## config.mk

```make
export PLATFORM = sky130hd
export DESIGN_NAME = edge_event_arbiter_flat
export DESIGN_NICKNAME = d
export VERILOG_FILES = /design/src/rtl/edge_event_arbiter_if.sv /design/src/rtl/edge_event_arbiter.sv /design/src/flat_wrapper.sv
export SDC_FILE = /design/constraint.sdc
export NUM_CORES = 1
export LEC_CHECK = 0
export ABC_AREA = 1
export CAP_MARGIN = 20
export CORE_ASPECT_RATIO = 1.5
export CORE_UTILIZATION = 30
export CTS_BUF_LIST = sky130_fd_sc_hd__clkbuf_8
export DETAILED_ROUTE_END_ITERATION = 16
export GPL_TIMING_DRIVEN = 0
export SYNTH_ARGS = -nofsm -noshare
export SYNTH_HDL_FRONTEND = slang
export SYNTH_SLANG_ARGS = --single-unit
```

## constraint.sdc

```tcl
create_clock -name clk -period 1.6 [get_ports clk]
set_input_delay 0.48 -clock clk [delete_from_list [all_inputs] [get_ports clk]]
set_output_delay 0.48 -clock clk [all_outputs]
set_load 0.03 [all_outputs]
```

## src/rtl/edge_event_arbiter_if.sv

```systemverilog
// -----------------------------------------------------------------------------
// edge_event_arbiter_if
// Event handshake bundle between the edge event arbiter and its consumer.
//   evt_valid : an event is being offered
//   evt_id    : channel index of the offered event
//   evt_ready : consumer accepts the event when evt_valid & evt_ready
// Modports:
//   master : event producer (the arbiter)
//   slave  : event consumer
// -----------------------------------------------------------------------------
interface edge_event_arbiter_if #(
   parameter int ID_W = 2
);
   logic            evt_valid;
   logic [ID_W-1:0] evt_id;
   logic            evt_ready;

   modport master (output evt_valid, output evt_id, input evt_ready);
   modport slave  (input evt_valid, input evt_id, output evt_ready);
endinterface

```

## src/rtl/edge_event_arbiter.sv

```systemverilog
// -----------------------------------------------------------------------------
// edge_event_arbiter
// Multi-channel rising-edge event scheduler. Each input line has a rising-edge
// detector and a sticky pending flag; a round-robin arbiter offers pending
// events one at a time on a shared valid/ready port. Per-channel sticky
// overflow flags record edges lost while that channel was already pending.
//
// Optional build macro:
//   EDGE_ARB_SYNC_EN : insert a 2-flop synchronizer per input bit ahead of the
//                      edge detector (input-to-valid latency grows 2 -> 4).
//
// Ports:
//   clk        : clock, rising edge
//   rst        : synchronous active-high reset
//   i_in       : N_CH level inputs monitored for rising edges
//   evt_if     : event handshake (master modport: evt_valid, evt_id, evt_ready)
//   o_pending  : per-channel pending flags (register view)
//   o_overflow : per-channel sticky overflow flags
//   i_clr_ovf  : one-cycle pulse clearing all overflow flags
// -----------------------------------------------------------------------------
module edge_event_arbiter #(
   parameter int N_CH = 4,
   parameter int ID_W = 2
) (
   input  logic                 clk,
   input  logic                 rst,
   input  logic [N_CH-1:0]      i_in,
   edge_event_arbiter_if.master evt_if,
   output logic [N_CH-1:0]      o_pending,
   output logic [N_CH-1:0]      o_overflow,
   input  logic                 i_clr_ovf
);

   localparam logic [0:0] ST_IDLE  = 1'b0;
   localparam logic [0:0] ST_OFFER = 1'b1;

   logic [N_CH-1:0] w_in;
   logic [N_CH-1:0] r_in_q;
   logic [N_CH-1:0] w_edge;
   logic [N_CH-1:0] r_pending;
   logic [N_CH-1:0] r_overflow;
   logic [N_CH-1:0] w_pending_nxt;
   logic [N_CH-1:0] w_overflow_nxt;
   logic [N_CH-1:0] w_acc_vec;
   logic [0:0]      r_state;
   logic            r_evt_valid;
   logic [ID_W-1:0] r_evt_id;
   logic [ID_W-1:0] r_rr_ptr;
   logic [ID_W-1:0] w_rr_nxt;
   logic [ID_W-1:0] w_pick;
   logic            w_found;
   logic            w_accept;
   int              w_idx;

`ifdef EDGE_ARB_SYNC_EN
   logic [N_CH-1:0] r_sync1;
   logic [N_CH-1:0] r_sync2;

   // Two-flop synchronizer for asynchronous inputs
   always_ff @(posedge clk) begin
      if (rst) begin
         r_sync1 <= '0;
         r_sync2 <= '0;
      end else begin
         r_sync1 <= i_in;
         r_sync2 <= r_sync1;
      end
   end

   assign w_in = r_sync2;
`else
   assign w_in = i_in;
`endif

   assign w_edge   = w_in & ~r_in_q;
   // Handshake only counts while an offer is actually on the port
   assign w_accept = (r_state == ST_OFFER) & r_evt_valid & evt_if.evt_ready;

   // Explicit wrap keeps rr_ptr inside 0..N_CH-1 for non-power-of-2 N_CH
   always_comb begin
      if (r_evt_id == ID_W'(N_CH - 1)) begin
         w_rr_nxt = '0;
      end else begin
         w_rr_nxt = r_evt_id + {{(ID_W-1){1'b0}}, 1'b1};
      end
   end

   // Round-robin search: first pending bit at rr_ptr, rr_ptr+1, ... mod N_CH
   always_comb begin
      w_found = 1'b0;
      w_pick  = '0;
      w_idx   = 0;
      for (int k = 0; k < N_CH; k++) begin
         w_idx = int'(r_rr_ptr) + k;
         if (w_idx >= N_CH) begin
            w_idx = w_idx - N_CH;
         end else begin
            w_idx = w_idx;
         end
         if (!w_found && r_pending[w_idx]) begin
            w_found = 1'b1;
            w_pick  = ID_W'(w_idx);
         end else begin
            w_found = w_found;
         end
      end
   end

   // Pending/overflow next state; an edge wins over its own acceptance
   always_comb begin
      w_acc_vec      = '0;
      w_pending_nxt  = r_pending;
      w_overflow_nxt = r_overflow;
      for (int i = 0; i < N_CH; i++) begin
         w_acc_vec[i] = w_accept & (r_evt_id == ID_W'(i));
         if (w_edge[i]) begin
            w_pending_nxt[i] = 1'b1;
         end else if (w_acc_vec[i]) begin
            w_pending_nxt[i] = 1'b0;
         end else begin
            w_pending_nxt[i] = r_pending[i];
         end
         if (w_edge[i] & r_pending[i] & ~w_acc_vec[i]) begin
            w_overflow_nxt[i] = 1'b1;
         end else if (i_clr_ovf) begin
            w_overflow_nxt[i] = 1'b0;
         end else begin
            w_overflow_nxt[i] = r_overflow[i];
         end
      end
   end

   // Edge-detect history and per-channel flag registers
   always_ff @(posedge clk) begin
      if (rst) begin
         r_in_q     <= '0;
         r_pending  <= '0;
         r_overflow <= '0;
      end else begin
         r_in_q     <= w_in;
         r_pending  <= w_pending_nxt;
         r_overflow <= w_overflow_nxt;
      end
   end

   // Offer FSM: offered channel is frozen until the handshake completes
   always_ff @(posedge clk) begin
      if (rst) begin
         r_state     <= ST_IDLE;
         r_evt_valid <= 1'b0;
         r_evt_id    <= '0;
         r_rr_ptr    <= '0;
      end else begin
         case (r_state)
            ST_IDLE: begin
               if (w_found) begin
                  r_evt_id    <= w_pick;
                  r_evt_valid <= 1'b1;
                  r_state     <= ST_OFFER;
               end else begin
                  r_evt_valid <= 1'b0;
               end
            end
            ST_OFFER: begin
               if (w_accept) begin
                  r_rr_ptr    <= w_rr_nxt;
                  r_evt_valid <= 1'b0;
                  r_state     <= ST_IDLE;
               end else begin
                  r_evt_valid <= 1'b1;
               end
            end
            default: begin
               r_evt_valid <= 1'b0;
               r_state     <= ST_IDLE;
            end
         endcase
      end
   end

   assign evt_if.evt_valid = r_evt_valid;
   assign evt_if.evt_id    = r_evt_id;
   assign o_pending        = r_pending;
   assign o_overflow       = r_overflow;

endmodule

```

## src/flat_wrapper.sv

```systemverilog
// flat-port wrapper written by rule: the top's interface ports become plain ports
module edge_event_arbiter_flat 
#(
   parameter int N_CH = 4,
   parameter int ID_W = 2
)
  (clk, rst, i_in, o_pending, o_overflow, i_clr_ovf, evt_if_evt_valid, evt_if_evt_id, evt_if_evt_ready);
  edge_event_arbiter_if #(.ID_W(ID_W)) evt_if_i ();
  input  logic clk;
  input  logic rst;
  input  logic [N_CH-1:0] i_in;
  output logic [N_CH-1:0] o_pending;
  output logic [N_CH-1:0] o_overflow;
  input  logic i_clr_ovf;
  output wire logic [$bits(evt_if_i.evt_valid)-1:0] evt_if_evt_valid;
  output wire logic [$bits(evt_if_i.evt_id)-1:0] evt_if_evt_id;
  input wire logic [$bits(evt_if_i.evt_ready)-1:0] evt_if_evt_ready;
  assign evt_if_evt_valid = evt_if_i.evt_valid;
  assign evt_if_evt_id = evt_if_i.evt_id;
  assign evt_if_i.evt_ready = evt_if_evt_ready;
  edge_event_arbiter #(.N_CH(N_CH), .ID_W(ID_W)) u_core (.clk(clk), .rst(rst), .i_in(i_in), .evt_if(evt_if_i), .o_pending(o_pending), .o_overflow(o_overflow), .i_clr_ovf(i_clr_ovf));
endmodule
```

==> summary.txt <==
Timing
  – Worst-Margin Slew: 0.434 ns
  – RSZ-0062 raised after global routing: false
  – Setup_tns: 0 ns
  – Worst slew margin: 71.0%
  – Max Clk Rate: around 640 MHz
  – Final Setup Violations: 0
  – Final WS setup: 0.0397 ns
  – Minimum clock period: 1.56 ns
  – Final Max Tran Viols: 0
  – Endpoints failing hold: 0
  – Fin Clk Skew: 0.00403 ns
  – Final period util: 97.5%

Worst setup path
  – Worst Path Max Fanout: 5
  – Crit path max-delay family: buffers and inverters
  – Critical path class: flop to output pin
  – Worst setup EP type: output pin
  – WP buf/inv: 1
  – Slowest-stage cell, CP: dlygate4sd2_1
  – CP required: between 1 and 1.5 ns
  – CP max stage delay: 0.42 ns
  – CP Launch Type: flop
  – Worst-path cell chain: dlygate4sd2_1
  – Worst EP arrival: 1.08 ns

Global route
  – Largest net degree at the start of global routing: 11
  – Antenna violations before repair: 0
  – Grt total ovfl: 0
  – First-pass GRT wire length: 3.57 mm
  – All-layer global routing usage: 14.4%
  – Vias in the first global route: about 880

Yosys
  – Mapped Area: 947 sq um
  – Yosys warning total: 0
  – Sequential-to-total area share from yosys stat: 35.9%
  – Mapped Cells: about 140
  – Syn avg cell area: 6.62 sq um
  – Mapped Nets: 155
  – Cell variety after synth: 18
  – Seq cells post-synth: 17

Routing
  – Final antenna-violating net count: 0
  – Final wirelength: 2.07 mm
  – Number of vias per cell: 4.48
  – DR WL/cell: 10.1 um
  – DRT iter0 DRCs: 10
  – Detailed Routing Iterations Pass 1: 3
  – Vias post-DR: around 900
  – Post-route DRC: 0

Floorplan
  – Die width: between 40 and 50 um
  – Ports: 19
  – DIE HEIGHT: 70.8 um
  – Die area: 3390 sq um
  – Core area: 2940 sq um
  – Initial Utilization: 32.2%
  – Rows: 24

Flow run
  – Max-cap violations: 0

Place
  – Worst slack, placed: -0.0409 ns
  – Placer Congestion: about 0.87
  – PortBufs: 18
  – # placed instances: 200
  – Post-DP HPWL: 1.70 mm

CTS
  – Clock Path Buffers: 2
  – Root Driver: clkbuf_8
  – Setup bufs post-CTS: 0
  – H-tree depth: 1
  – # hold bufs at CTS: 0
  – Total CTS buffers: 3
  – Post-CTS sizing: 11
  – # clock sinks: 17
  – Clk slew on worst S/H paths: 0.07 ns
  – Clk_lat worst skew: 0.25 ns
  – CTS tree: done

Finish
  – ANT cells: 0
  – Nets: about 180
  – Final Core Density: 40.9%
  – Filler cells: 340
  – Final non-filler cell total: between 200 and 250
  – Share of cells above drive strength 1: 13.9%
  – Layout area overhead: 26.9%

Pwr
  – Pleak: 0.606 nW
  – Power Total: 1.36 mW
  – VDD IR max: roughly 0.66 mV
  – Power density cells: between 1000 and 1500 nW/um^2

Status
  – Run status: finished, final reports clean

Worst hold path
  – Hold Crit Class: flop to flop
==> metrics by stage <==
step                instance area, sq um  hold WS [ns]
finish                              1200         0.468
global route                        1200         0.501
detailed placement                  1180         0.463
floorplan                            947         0.490
global placement                    1180         0.459
CTS                                 1210         0.471
==> path summary, 6_finish.rpt <==
kind | startpoint | endpoint | slack (ns) | depth (start not counted)
worst max-delay path | u_core.evt_if.evt_id[0] | evt_if_evt_id[0] | 0.04 | 1
worst min-delay path | u_core.o_overflow[1] | u_core.o_overflow[1] | 0.47 | 2
worst max register to register | u_core.r_rr_ptr[1] | u_core.evt_if.evt_id[0] | 0.15 | 11
worst min register to register | u_core.o_overflow[1] | u_core.o_overflow[1] | 0.47 | 2
==> cell families after synthesis <==
logic type	synth area share [%]
flops	35.9
buf+inv	9.51
simple gates	39.4
fa+ha+maj	5.28
compound gates	9.91
==> power by group <==
| part | switching (mW) | internal [mW] | leakage, nW |
|---|---|---|---|
| Clock | 0.143 | 0.173 | 0.0255 |
| Sequential | 0.0483 | 0.469 | 0.141 |
| Combinational | 0.338 | 0.186 | 0.440 |
==> flip-flops by register name (all words and copies together), names as in the netlist <==
register / flops
u_core.r_rr_ptr: 2
u_core.o_pending: 4
u_core.o_overflow: 4
u_core.evt_if.evt_id: 2
u_core.r_in_q: 4
u_core.r_state: 1
==> cell usage after synthesis (all sizes together) <==
library cell	n	area, sq um
o21ai	3	26.3
a21oi	12	60.1
nand2	52	223
nor2	19	78.8
dfxtp	17	340
clkbuf	1	3.75
buf	1	11.3
nand3	12	65.1
nand4	1	6.26
inv	20	75.1
ha	4	50.1
o211ai	1	7.51
==> layout make-up <==
class | instances | area (sq um) | share of cell area [%]
repair buffers | 18 | 160 | 13.3
plain buffers | 2 | 15.0 | 1.25
clock buffers | 3 | 41.3 | 3.43
clock inverters | 1 | 5.00 | 0.416
inverters | 20 | 75.1 | 6.24
flip-flops and latches | 17 | 340 | 28.3
well taps | 39 | 48.8 | 4.06
multi-input cells | 104 | 517 | 43.0
==> layer usage <==
layer,vias to the layer above,share of wire [%],global-route usage [%]
met2,13,56,24.8
met1,407,40,15.8
li1,485,-,-
met3,8,1.6,1.53
met5,-,0,0
met4,0,2.5,8.33
==> placed cells by master (no fill, tap or decap) <==
master	instances
nor2_4	1
inv_2	4
buf_6	1
inv_1	16
clkdlybuf4s50_1	7
clkbuf_2	2
ha_1	4
dfxtp_1	17
clkdlybuf4s15_1	1
nand2_2	8
clkbuf_8	3
nor2_1	18
clkinv_2	1
o21ai_4	1
nand3_1	11
a21oi_1	12
o21ai_0	2
nand4_1	1
nand3_2	1
nand2_1	43
o211ai_1	1
clkbuf_1	1
dlygate4sd2_1	8
nand2_4	1
(Power assumes the default switching activity.)
